==> src/rtl/mem_bus_if_if.sv <==
// Bus-side signal bundle between one CPU's bus master and the shared
// grant-controlled address/data/rw_ multiplexer in front of the devices.
`ifndef BUS_ADDR_WIDTH
`define BUS_ADDR_WIDTH 16
`endif
`ifndef DATA_WIDTH
`define DATA_WIDTH 32
`endif

interface mem_bus_if_if #(
  parameter int unsigned ADDR_W = `BUS_ADDR_WIDTH,
  parameter int unsigned DATA_W = `DATA_WIDTH
);
  logic              breq_;
  logic              bgrt_;
  logic [ADDR_W-1:0] bus_addr;
  logic [DATA_W-1:0] bus_wdata;
  logic              bus_rw_;
  logic [DATA_W-1:0] bus_rdata;

  modport master (
    output breq_,
    output bus_addr,
    output bus_wdata,
    output bus_rw_,
    input  bgrt_,
    input  bus_rdata
  );

  modport slave (
    input  breq_,
    input  bus_addr,
    input  bus_wdata,
    input  bus_rw_,
    output bgrt_,
    output bus_rdata
  );
endinterface

==> src/rtl/mem_bus_if.sv <==
// Per-CPU bus master: turns the core's level memread/memwrite into an
// active-low bus request, performs one transfer under grant and stalls the core.
`ifndef BUS_ADDR_WIDTH
`define BUS_ADDR_WIDTH 16
`endif
`ifndef DATA_WIDTH
`define DATA_WIDTH 32
`endif

module mem_bus_if #(
  parameter int unsigned ADDR_W = `BUS_ADDR_WIDTH,
  parameter int unsigned DATA_W = `DATA_WIDTH,
  parameter int unsigned RD_LAT = 1
) (
  input  logic              clk,
  input  logic              reset,
  input  logic              cpu_memread,
  input  logic              cpu_memwrite,
  input  logic [ADDR_W-1:0] cpu_addr,
  input  logic [DATA_W-1:0] cpu_wdata,
  output logic [DATA_W-1:0] cpu_rdata,
  output logic              cpu_stall,
  output logic              cpu_done,
  output logic              bus_err,
  mem_bus_if_if.master      bus
);

  localparam logic [3:0] LastCnt = 4'(RD_LAT - 1);

  typedef enum logic [1:0] {
    StIdle,
    StReq,
    StXfer,
    StRelease
  } state_e;

  state_e            state_q, state_d;
  logic [3:0]        cnt_q, cnt_d;
  logic [ADDR_W-1:0] addr_q, addr_d;
  logic [DATA_W-1:0] wdata_q, wdata_d;
  logic              rd_q, rd_d;
  logic [DATA_W-1:0] rdata_q, rdata_d;
  logic              err_q, err_d;
  logic              cpu_req;
  logic              in_xfer;

  assign cpu_req = cpu_memread | cpu_memwrite;
  assign in_xfer = (state_q == StXfer);

  always_ff @(posedge clk) begin
    if (reset) begin
      state_q <= StIdle;
      cnt_q   <= '0;
      addr_q  <= '0;
      wdata_q <= '0;
      rd_q    <= 1'b1;
      rdata_q <= '0;
      err_q   <= 1'b0;
    end else begin
      state_q <= state_d;
      cnt_q   <= cnt_d;
      addr_q  <= addr_d;
      wdata_q <= wdata_d;
      rd_q    <= rd_d;
      rdata_q <= rdata_d;
      err_q   <= err_d;
    end
  end

  always_comb begin
    state_d = state_q;
    cnt_d   = cnt_q;
    addr_d  = addr_q;
    wdata_d = wdata_q;
    rd_d    = rd_q;
    rdata_d = rdata_q;
    err_d   = err_q;
    unique case (state_q)
      StIdle: begin
        if (cpu_req) begin
          addr_d  = cpu_addr;
          wdata_d = cpu_wdata;
          rd_d    = cpu_memread;  // read wins when both lines are high
          cnt_d   = '0;
          state_d = StReq;
        end
      end
      StReq: begin
        if (!bus.bgrt_) begin
          cnt_d   = '0;
          state_d = StXfer;
        end
      end
      StXfer: begin
        // Losing the grant is only flagged; the transfer still runs to completion.
        if (bus.bgrt_) begin
          err_d = 1'b1;
        end
        if (!rd_q) begin
          state_d = StRelease;
        end else if (cnt_q == LastCnt) begin
          rdata_d = bus.bus_rdata;
          state_d = StRelease;
        end else begin
          cnt_d = cnt_q + 4'd1;
        end
      end
      StRelease: begin
        cnt_d   = '0;
        state_d = StIdle;
      end
      default: state_d = StIdle;
    endcase
  end

  assign bus.breq_     = !((state_q == StReq) || in_xfer);
  assign bus.bus_addr  = in_xfer ? addr_q : '0;
  assign bus.bus_rw_   = in_xfer ? rd_q : 1'b1;
  assign bus.bus_wdata = (in_xfer && !rd_q) ? wdata_q : '0;

  assign cpu_done  = (state_q == StRelease);
  assign cpu_rdata = rdata_q;
  assign bus_err   = err_q;
  assign cpu_stall = (state_q == StReq) || in_xfer || ((state_q == StIdle) && cpu_req);

endmodule
==> src/flat_wrapper.sv <==
// flat-port wrapper written by rule: the top's interface ports become plain ports
module mem_bus_if_flat 
#(
  parameter int unsigned ADDR_W = `BUS_ADDR_WIDTH,
  parameter int unsigned DATA_W = `DATA_WIDTH,
  parameter int unsigned RD_LAT = 1
)
  (clk, reset, cpu_memread, cpu_memwrite, cpu_addr, cpu_wdata, cpu_rdata, cpu_stall, cpu_done, bus_err, bus_breq_, bus_bus_addr, bus_bus_wdata, bus_bus_rw_, bus_bgrt_, bus_bus_rdata);
  mem_bus_if_if #(.ADDR_W(ADDR_W), .DATA_W(DATA_W)) bus_i ();
  input  logic clk;
  input  logic reset;
  input  logic cpu_memread;
  input  logic cpu_memwrite;
  input  logic [ADDR_W-1:0] cpu_addr;
  input  logic [DATA_W-1:0] cpu_wdata;
  output logic [DATA_W-1:0] cpu_rdata;
  output logic cpu_stall;
  output logic cpu_done;
  output logic bus_err;
  output wire logic [$bits(bus_i.breq_)-1:0] bus_breq_;
  output wire logic [$bits(bus_i.bus_addr)-1:0] bus_bus_addr;
  output wire logic [$bits(bus_i.bus_wdata)-1:0] bus_bus_wdata;
  output wire logic [$bits(bus_i.bus_rw_)-1:0] bus_bus_rw_;
  input wire logic [$bits(bus_i.bgrt_)-1:0] bus_bgrt_;
  input wire logic [$bits(bus_i.bus_rdata)-1:0] bus_bus_rdata;
  assign bus_breq_ = bus_i.breq_;
  assign bus_bus_addr = bus_i.bus_addr;
  assign bus_bus_wdata = bus_i.bus_wdata;
  assign bus_bus_rw_ = bus_i.bus_rw_;
  assign bus_i.bgrt_ = bus_bgrt_;
  assign bus_i.bus_rdata = bus_bus_rdata;
  mem_bus_if #(.ADDR_W(ADDR_W), .DATA_W(DATA_W), .RD_LAT(RD_LAT)) u_core (.clk(clk), .reset(reset), .cpu_memread(cpu_memread), .cpu_memwrite(cpu_memwrite), .cpu_addr(cpu_addr), .cpu_wdata(cpu_wdata), .cpu_rdata(cpu_rdata), .cpu_stall(cpu_stall), .cpu_done(cpu_done), .bus_err(bus_err), .bus(bus_i));
endmodule
==> config.mk <==
export PLATFORM = sky130hd
export DESIGN_NAME = mem_bus_if_flat
export DESIGN_NICKNAME = d
export VERILOG_FILES = /design/src/rtl/mem_bus_if_if.sv /design/src/rtl/mem_bus_if.sv /design/src/flat_wrapper.sv
export SDC_FILE = /design/constraint.sdc
export NUM_CORES = 1
export LEC_CHECK = 0
export BUFFER_PORTS_ARGS = -buffer_cell sky130_fd_sc_hd__buf_4
export CAP_MARGIN = 20
export CORE_MARGIN = 3
export CORE_UTILIZATION = 51
export CTS_BUF_LIST = sky130_fd_sc_hd__clkbuf_4 sky130_fd_sc_hd__clkbuf_8
export CTS_CLUSTER_SIZE = 16
export DETAILED_ROUTE_END_ITERATION = 10
export PLACE_DENSITY = 0.87
export SLEW_MARGIN = 5
export SYNTH_ARGS = -nofsm -noshare
export SYNTH_HDL_FRONTEND = slang
export SYNTH_SLANG_ARGS = --single-unit
==> constraint.sdc <==
create_clock -name clk -period 5.1 [get_ports clk]
set_input_delay 1.275 -clock clk [delete_from_list [all_inputs] [get_ports clk]]
set_output_delay 1.275 -clock clk [all_outputs]
set_load 0.01 [all_outputs]
==> results.sh <==
export IMPL_status="finished clean"
export IMPL_ys_types=31
export IMPL_drive_gt1_frac=0.312
export IMPL_final_setup_viol_count=0
export IMPL_clock_fmax_mhz=251
export IMPL_synth_most_common_cell="nand2_1"
export IMPL_viasPerCell=4.91
export IMPL_synth_area_um2=3570
export IMPL_power_leakage_nw=2.26
export IMPL_critPathMaxStageDelay_ns=0.89
export IMPL_clk_latency_ns=0.35
export IMPL_root_buffer="clkbuf_8"
export IMPL_ir_worst_vdd_v=0.000433
export IMPL_tritoncts="yes"
export IMPL_crit_start="u_core.state_q[0]"
export IMPL_rsz0062_at_grt="no"
export IMPL_fp_dieH_um=89.7
export IMPL_dr_pass1_iters=4
export IMPL_cts_resized=0
export IMPL_r2r_end="u_core.cpu_rdata[2]"
export IMPL_ys_seq_area_frac=0.493
export IMPL_nets=703
export IMPL_rrSetupSlack_ns=2.64
export IMPL_path_cells="inv_1 > ha_1 > nor2b_2 > and2_1 > buf_4"
export IMPL_htreeDepth=3
export IMPL_numPortBuffers=169
export IMPL_hold_path_cell_count=2
export IMPL_worstHoldStart="u_core.wdata_q[23]"
export IMPL_grt_pass1_vias=3195
export IMPL_start_util=0.544
export IMPL_min_period_over_period=0.781
export IMPL_worstRegToRegCells=6
export IMPL_synth_seq_cells=88
export IMPL_num_rows=29
export IMPL_yosysWarnings=0
export IMPL_crit_type="reg -> out"
export IMPL_synth_ff_type="dfxtp_1"
export IMPL_finalSetupTns_ns=0
export IMPL_dr_first_iter_drc_count=114
export IMPL_slowest_stage="nor2b_2"
export IMPL_critPathLaunchType="flop"
export IMPL_worstHoldEndpoint="u_core.wdata_q[23]"
export IMPL_power_density_nw_per_um2=437
export IMPL_worstMarginPinSlew_ns=0.942
export IMPL_drv_slew=0
export IMPL_syn_to_final_growth_pct=41.2
export IMPL_holdBufCountCts=0
export IMPL_synthArstFlopShare=0
export IMPL_die_w_um=89.7
export IMPL_worstPathArrival_ns=2.71
export IMPL_gp_congestion=0.788
export IMPL_maxCapViolations=0
export IMPL_dp_hpwl_um=6820
export IMPL_syn_area_per_cell_um2=7.79
export IMPL_yosys_area_top_type="dfxtp_1"
export IMPL_fin_util=0.768
export IMPL_drc=0
export IMPL_cp_max_fo=33
export IMPL_r2r_start="u_core.state_q[0]"
export IMPL_skew_ns=0.0113
export IMPL_overflow=0
export IMPL_hold_viol=0
export IMPL_clkSinkCount=88
export IMPL_io_pins=170
export IMPL_grt_pass1_wl_um=15500
export IMPL_antenna_left=0
export IMPL_antennaDiodeCount=0
export IMPL_path_clk_slew_ns=0.07
export IMPL_numCtsBuffers=9
export IMPL_critPathCaptureType="primary output"
export IMPL_crit_required_ns=3.83
export IMPL_ys_top_cells_by_area="dfxtp_1, nand2_1, a21oi_1, and2_1, ha_1"
export IMPL_wl_per_cell_um=13.5
export IMPL_grt_start_max_net_pins=90
export IMPL_worstHoldPathType="reg -> reg"
export IMPL_cts_setup_buffers=0
export IMPL_track_usage=0.232
export IMPL_die_area_um2=8050
export IMPL_syn_nets=551
export IMPL_slew_limit_headroom=0.369
export IMPL_syn_inst=459
export IMPL_coreArea_um2=6570
export IMPL_synth_edff_count=0
export IMPL_synth_common_cells="nand2_1, dfxtp_1, a21oi_1, and2_1, clkbuf_1"
export IMPL_timing_final_crit_period_ns=3.98
export IMPL_vias=3476
export IMPL_synth_top_cell_area_share=0.493
export IMPL_antenna_found_initial=0
export IMPL_wirelength_um=9530
export IMPL_ctsLongestPathBuffers=2
==> critical path, delay by kind of cell, from the launching register on <==
kind / cells / cell delay, ns
fa+ha+maj: 1 / 0.64
buf+inv: 2 / 0.24
flops: 1 / 0.33
simple gates: 2 / 1.13
==> flip-flops by register name (all words and copies together) (netlist names) <==
signal / flops
u_core.wdata_q: 32
u_core.bus_err: 1
u_core.addr_q: 16
u_core.cnt_q: 4
u_core.cpu_rdata: 32
u_core.rd_q: 1
u_core.state_q: 2
==> cells in the final DEF, fill, tap and decap left out, types with 2 or more instances in the layout <==
cell and n:
and2_1 48, clkbuf_4 2, buf_4 171, inv_1 8
ha_1 7, a21oi_1 85, dfxtp_1 88, a21boi_0 2
clkbuf_8 10, nand2_1 164, nand3_1 2, nor3_1 2
o21ai_0 3, nor2_1 3
==> cell type report <==
type,count,area (µm²)
clock buffers,12,153
clock inverters,3,42.5
fillers,501,1520
inverters,8,30.0
multi-input cells,332,1640
flip-flops and latches,88,1760
well taps,93,116
repair buffers,172,1300
==> stage by stage <==
step / instances / setup WS [ns] / power (mW) / cell area [µm²] / hold WS [ns]
after global routing: 708 / 0.760 / 2.36 / 5050 / 0.469
final: 708 / 1.12 / 2.21 / 5050 / 0.452
after detailed placement: 693 / 1.44 / 1.75 / 4850 / 0.443
after floorplan: 459 / 1.85 / 1.46 / 3570 / 0.432
after global placement: 692 / 1.64 / 1.71 / 4840 / 0.439
after CTS: 708 / 1.06 / 2.23 / 5050 / 0.453
==> layer usage <==
metal / GRT usage / up-vias / share of wire / wire [µm]
met3: 0.0442 / 21 / 0.049 / 465
met5: 0 / - / 0 / 0
met2: 0.416 / 99 / 0.54 / 5100
li1: - / 1774 / - / -
met1: 0.268 / 1582 / 0.39 / 3730
met4: 0.105 / 0 / 0.025 / 235
==> kinds of logic after synthesis <==
group,synth area share
fa+ha+maj,0.0245
compound gates,0.148
simple gates,0.284
buf+inv,0.0511
flops,0.493
==> where the power goes <==
| group | internal [mW] | leakage (nW) | switching [mW] |
|---|---|---|---|
| sequential | 0.841 | 0.720 | 0.0783 |
| combinational | 0.321 | 1.45 | 0.487 |
| clock | 0.248 | 0.0993 | 0.232 |
==> worst max-delay path by stage <==
stage | endpoint | slack (ns) | depth (start not counted)
2_1_floorplan | cpu_stall | 1.85 | 4
3_5_place_dp | bus_bus_wdata[19] | 1.44 | 5
6_report | bus_bus_wdata[19] | 1.12 | 5
5_1_grt | bus_bus_wdata[16] | 0.76 | 5
3_3_place_gp | bus_bus_wdata[27] | 1.64 | 5
4_1_cts | bus_bus_wdata[19] | 1.06 | 5
(Power assumes the default switching activity.)
